--- config.mk ---
export PLATFORM = sky130hd
export DESIGN_NAME = ahb_bus_arbiter
export DESIGN_NICKNAME = d
export VERILOG_FILES = /design/src/rtl/ahb_bus_arbiter.sv
export SDC_FILE = /design/constraint.sdc
export NUM_CORES = 1
export LEC_CHECK = 0
export ABC_AREA = 1
export BUFFER_PORTS_ARGS = -buffer_cell sky130_fd_sc_hd__buf_2
export CAP_MARGIN = 20
export CORE_MARGIN = 4
export CORE_UTILIZATION = 57
export CTS_BUF_LIST = sky130_fd_sc_hd__clkbuf_8
export CTS_CLUSTER_DIAMETER = 150
export DETAILED_ROUTE_END_ITERATION = 10
export PLACE_DENSITY_LB_ADDON = 0.2
export SLEW_MARGIN = 20
export SYNTH_ARGS = -nofsm -noshare
export SYNTH_HDL_FRONTEND = slang
export SYNTH_SLANG_ARGS = --single-unit
--- constraint.sdc ---
create_clock -name HCLK -period 3.9 [get_ports HCLK]
set_input_delay 0.78 -clock HCLK [delete_from_list [all_inputs] [get_ports HCLK]]
set_output_delay 0.78 -clock HCLK [all_outputs]
set_load 0.005 [all_outputs]
--- src/rtl/ahb_bus_arbiter.sv ---
// ahb_bus_arbiter: shares one AHB bus among NUM_MST masters, handing the grant over only at burst boundaries.
// Define ARB_ROUND_ROBIN_EN for round-robin selection; otherwise fixed priority with index 0 highest.
module ahb_bus_arbiter #(
    parameter int NUM_MST = 4,
    parameter int DEF_MST = 0
) (
    input  logic               HCLK,
    input  logic               HRESET,
    input  logic [NUM_MST-1:0] HBUSREQ,
    input  logic [NUM_MST-1:0] HLOCK,
    input  logic [1:0]         HTRANS,
    input  logic [2:0]         HBURST,
    input  logic               HREADY,
    input  logic [1:0]         HRESP,
    output logic [NUM_MST-1:0] HGRANT,
    output logic [2:0]         HMASTER,
    output logic               HMASTLOCK
);

    typedef enum logic [1:0] {
        TRANS_IDLE   = 2'd0,
        TRANS_BUSY   = 2'd1,
        TRANS_NONSEQ = 2'd2,
        TRANS_SEQ    = 2'd3
    } htrans_e;

    typedef enum logic [2:0] {
        BURST_SINGLE = 3'd0,
        BURST_INCR   = 3'd1,
        BURST_WRAP4  = 3'd2,
        BURST_INCR4  = 3'd3,
        BURST_WRAP8  = 3'd4,
        BURST_INCR8  = 3'd5,
        BURST_WRAP16 = 3'd6,
        BURST_INCR16 = 3'd7
    } hburst_e;

    typedef enum logic [1:0] {
        RESP_OKAY  = 2'd0,
        RESP_ERROR = 2'd1,
        RESP_RETRY = 2'd2,
        RESP_SPLIT = 2'd3
    } hresp_e;

    localparam logic [2:0] DEF_IDX = 3'(DEF_MST);

    // Beats still to come after the NONSEQ beat of a burst of this type.
    function automatic logic [4:0] burst_remaining(input logic [2:0] burst);
        case (hburst_e'(burst))
            BURST_WRAP4,  BURST_INCR4:  return 5'd3;
            BURST_WRAP8,  BURST_INCR8:  return 5'd7;
            BURST_WRAP16, BURST_INCR16: return 5'd15;
            default:                    return 5'd0;
        endcase
    endfunction

    function automatic logic [NUM_MST-1:0] onehot(input logic [2:0] sel);
        logic [7:0] vec;
        vec = 8'd1 << sel;
        return vec[NUM_MST-1:0];
    endfunction

    logic [4:0] cnt;
    logic [4:0] next_cnt;
    logic [2:0] owner;
    logic [2:0] winner;
    logic [7:0] req_pad;
    logic [7:0] lock_pad;
    logic       hold;
    logic       arb_ok;

    // Widen to eight so a three-bit master index is always in range.
    always_comb begin
        // NOTE: every combinational output gets a default first so no path can infer a latch.
        req_pad  = '0;
        lock_pad = '0;
        req_pad[NUM_MST-1:0]  = HBUSREQ;
        lock_pad[NUM_MST-1:0] = HLOCK;
    end

    always_comb begin
        next_cnt = cnt;
        if (HREADY) begin
            case (htrans_e'(HTRANS))
                TRANS_NONSEQ: next_cnt = burst_remaining(HBURST);
                TRANS_SEQ:    next_cnt = (cnt == 5'd0) ? 5'd0 : cnt - 5'd1;
                TRANS_IDLE:   next_cnt = 5'd0;
                default:      next_cnt = cnt;
            endcase
        end else if (hresp_e'(HRESP) != RESP_OKAY) begin
            // A non-OKAY response ends the burst early.
            next_cnt = 5'd0;
        end
    end

    assign hold   = lock_pad[owner] & req_pad[owner];
    assign arb_ok = HREADY & (next_cnt == 5'd0) & ~hold;

`ifdef ARB_ROUND_ROBIN_EN
    logic [2:0] rr_ptr;

    // Walk the search order backwards so the first requester after rr_ptr is assigned last.
    always_comb begin
        logic [2:0] idx;
        idx    = '0;
        winner = DEF_IDX;
        for (int k = NUM_MST; k >= 1; k--) begin
            idx = 3'((int'(rr_ptr) + k) % NUM_MST);
            if (req_pad[idx]) winner = idx;
        end
    end

    always_ff @(posedge HCLK) begin
        if (HRESET)      rr_ptr <= DEF_IDX;
        else if (arb_ok) rr_ptr <= winner;
    end
`else
    always_comb begin
        winner = DEF_IDX;
        for (int i = NUM_MST - 1; i >= 0; i--) begin
            if (req_pad[i]) winner = 3'(i);
        end
    end
`endif

    always_ff @(posedge HCLK) begin
        // NOTE: sequential state uses non-blocking assignments so every register samples pre-edge values.
        if (HRESET) begin
            cnt       <= 5'd0;
            owner     <= DEF_IDX;
            HGRANT    <= onehot(DEF_IDX);
            HMASTER   <= DEF_IDX;
            HMASTLOCK <= 1'b0;
        end else begin
            cnt <= next_cnt;
            if (arb_ok) begin
                owner  <= winner;
                HGRANT <= onehot(winner);
            end
            // Address-phase ownership trails the grant by one accepted transfer.
            if (HREADY) begin
                HMASTER   <= owner;
                HMASTLOCK <= lock_pad[owner];
            end
        end
    end

endmodule

==> run_results.csv <==
group,metric,value,unit
clock_tree,cts.sinks,14,
final_layout,nets,182,
sta,finalHoldViolCount,0,
power,finalPower,0.369,mW
final_layout,utilization,71.4,%
route,via_per_inst,5.22,
critical_path,cp_data_required_time,4020,ps
clock_tree,ctsHtreeMaxLevel,1,
final_layout,fin_cells,178,
synthesis,synth.avg_cell_area,6.74,sq um
critical_path,r2r-end,"owner[0]",
critical_path,reg2reg_from,"cnt[0]",
grt,grt_overflow,0,
critical_path,endpoint_kind,"flop",
synthesis,syn_nets,158,
sta,slew_viol_final,0,
final_layout,mostFrequentLayoutCell,"nand2_1",
final_layout,antenna_cells,0,
critical_path,worstPathMaxFanout,13,
clock_tree,clk_latency,240,ps
sta,period_minus_slack,1850,ps
route,ant_nets,0,
critical_path,ff2ff_setup_slack,2200,ps
hold_path,hold_depth,2,
final_layout,nFillCells,130,
clock_tree,cts_resized,0,
clock_tree,clock_path_buffers,2,
hold_path,hold_path.class,"flop to flop",
synthesis,syn_inst,139,
route,wl_per_cell,11.1,microns
sta,fin_crit_sh,47.3,%
sta,rsz0062_at_grt,"no",
synthesis,synth_area,937,sq um
clock_tree,cts-root-buf,"clkbuf_8",
placed_design,dp_cells,174,
clock_tree,cts_tree,"built",
clock_tree,holdBufCountCts,0,
final_layout,multiInputGateArea,551,sq um
final_layout,mostFrequentLayoutCells,"nand2_1 (34), buf_2 (23), inv_1 (16)",
hold_path,hold_path_end,"HGRANT[3]",
sta,fin_setup_tns,0,ps
route,drc,0,
final_layout,drive_gt1_share,29.0,%
synthesis,seq_area_frac_synth,29.9,%
final_layout,seq_area,280,sq um
floorplan,ioPinCount,26,
critical_path,cp_slowest_cell,"buf_2",
hold_path,worstHoldStart,"HGRANT[3]",
clock_tree,cts_made_buffers,3,
critical_path,startpoint_type,"input pin",
clock_tree,postCtsSetupBuffers,0,
route,via_count,929,
grt,grtUsageTotal,15.8,%
route,first_pass_iters,4,
critical_path,reg2reg_depth,10,
synthesis,synth.distinct_cells,28,
clock_tree,path_clk_slew,60,ps
grt,grt_pass1_wl,3080,microns
grt,grt_pass1_vias,760,
synthesis,ys_seq_elements,14,
power,vdd_drop_max,229,uV
critical_path,arrival,1970,ps
run,drv_cap,0,
sta,timing.fmax,0.542,GHz
final_layout,area_growth,16.2,%
critical_path,critPathTopFamily,"simple AND/OR/NAND/NOR gates",
synthesis,synth_top_area_share,29.9,%
sta,fin_skew,3.30,ps
floorplan,coreArea,0.00152,sq mm
floorplan,die_area,0.00236,sq mm
critical_path,cpPeakStageDelay,220,ps
floorplan,die_y,48.5,microns
floorplan,num_rows,14,
grt,grt_max_degree,14,
route,drtIter0Drc,17,
sta,setup_viol,0,
synthesis,synthTopCellsByArea,"dfxtp_1 (30%), nand2_1 (14%), inv_1 (6.4%)",
power,leakage,0.528,nW
grt,antenna_found_initial,0,
critical_path,path_buf_inv,2,
critical_path,crit_top_cell,"nand2_1",
synthesis,synth_top_area_cell,"dfxtp_1",
power,pwr_density_cell,339,mW/mm^2
critical_path,cp_cell_sequence,"buf_2 -> inv_2 -> nor2_2 -> nand2_1 -> a21oi_2 -> nand3_2 -> nor2_4 -> nand2_4 -> nand2_1 -> a21oi_1",
floorplan,start_util,61.5,%
synthesis,ys_warn_count,0,
critical_path,path_class,"input pin to flop",
status,outcome,"finished, final reports clean",
placed_design,place_hpwl,1540,microns
floorplan,die_width,48.5,microns
placed_design,port_buffers,23,
placed_design,gp_congestion,0.836,
route,wirelength,1980,microns
[logic make-up (layout without fill, tap and decap cells)]
family	after synthesis	in the layout	synth area share (%)
adders and majority gates	1	1	1.33
buffers and inverters	22	45	11.3
AOI/OAI and AO/OA	24	24	14.6
xor gates and xnor gates	1	1	0.935
other	1	1	0.400
and+or+nand+nor	76	76	41.5
DFF	14	14	29.9
[synthesized netlist by cell type (all sizes together)]
library cell / count
buf: 3
nor2: 17
o21ai: 7
dlymetal6s2s: 1
a31oi: 1
nor4: 1
nor3: 4
or3: 1
ha: 1
xnor2: 1
o211ai: 2
conb: 1
inv: 18
nand4: 1
nand2: 39
o21bai: 1
nand3: 13
dfxtp: 14
a21oi: 13
[worst min-delay path, stage by stage, from the launching register on]
cell     delay, ps
dfxtp_1        310
nand2_1         60
a21oi_1         50
[routing by layer]
layer | up-vias | routed length (microns) | track usage, %
li1 | 498 | - | -
met4 | 0 | 32 | 6.73
met5 | - | 0 | 0
met1 | 400 | 920 | 19.7
met2 | 25 | 908 | 25.9
met3 | 6 | 120 | 3.37
[final cells by class]
cell class	count	area share (%)
inverter	18	6.21
clock buffer	4	5.06
multi-input combinational	103	50.6
tap	16	1.84
timing repair buffer	23	10.6
sequential	14	25.7
[worst max-delay path by stage]
stage             start        to  slack [ps]  cells past startpoint
2_1_floorplan  HRESP[1]  owner[1]        2160                      8
3_3_place_gp     HREADY  owner[1]        1850                     10
3_5_place_dp     HREADY  owner[1]        1830                     10
4_1_cts          HREADY  owner[0]        2070                     10
5_1_grt          HREADY  owner[1]        1950                      9
6_report         HREADY  owner[0]        2050                     10
[report_power, final]
part           leakage [nW]  switching (mW)  internal (mW)
Clock                0.0288          0.0522         0.0893
Sequential            0.114         0.00488          0.149
Combinational         0.385          0.0448         0.0291
[metrics by stage]
| step | hold WS (ps) | instance area [sq um] | setup slack [ps] |
|---|---|---|---|
| final | 461 | 1090 | 2050 |
| after detailed placement | 449 | 1030 | 1830 |
| after global routing | 491 | 1090 | 1950 |
| after global placement | 443 | 1030 | 1850 |
| after CTS | 465 | 1090 | 2070 |
| after floorplan | 449 | 937 | 2160 |
[sequential cells by signal (all words and copies together), names as in the netlist]
register and flops:
HGRANT 4, HMASTER 2, HMASTLOCK 1, cnt 5, owner 2
Note: power is estimated with default switching activity, not from simulation.
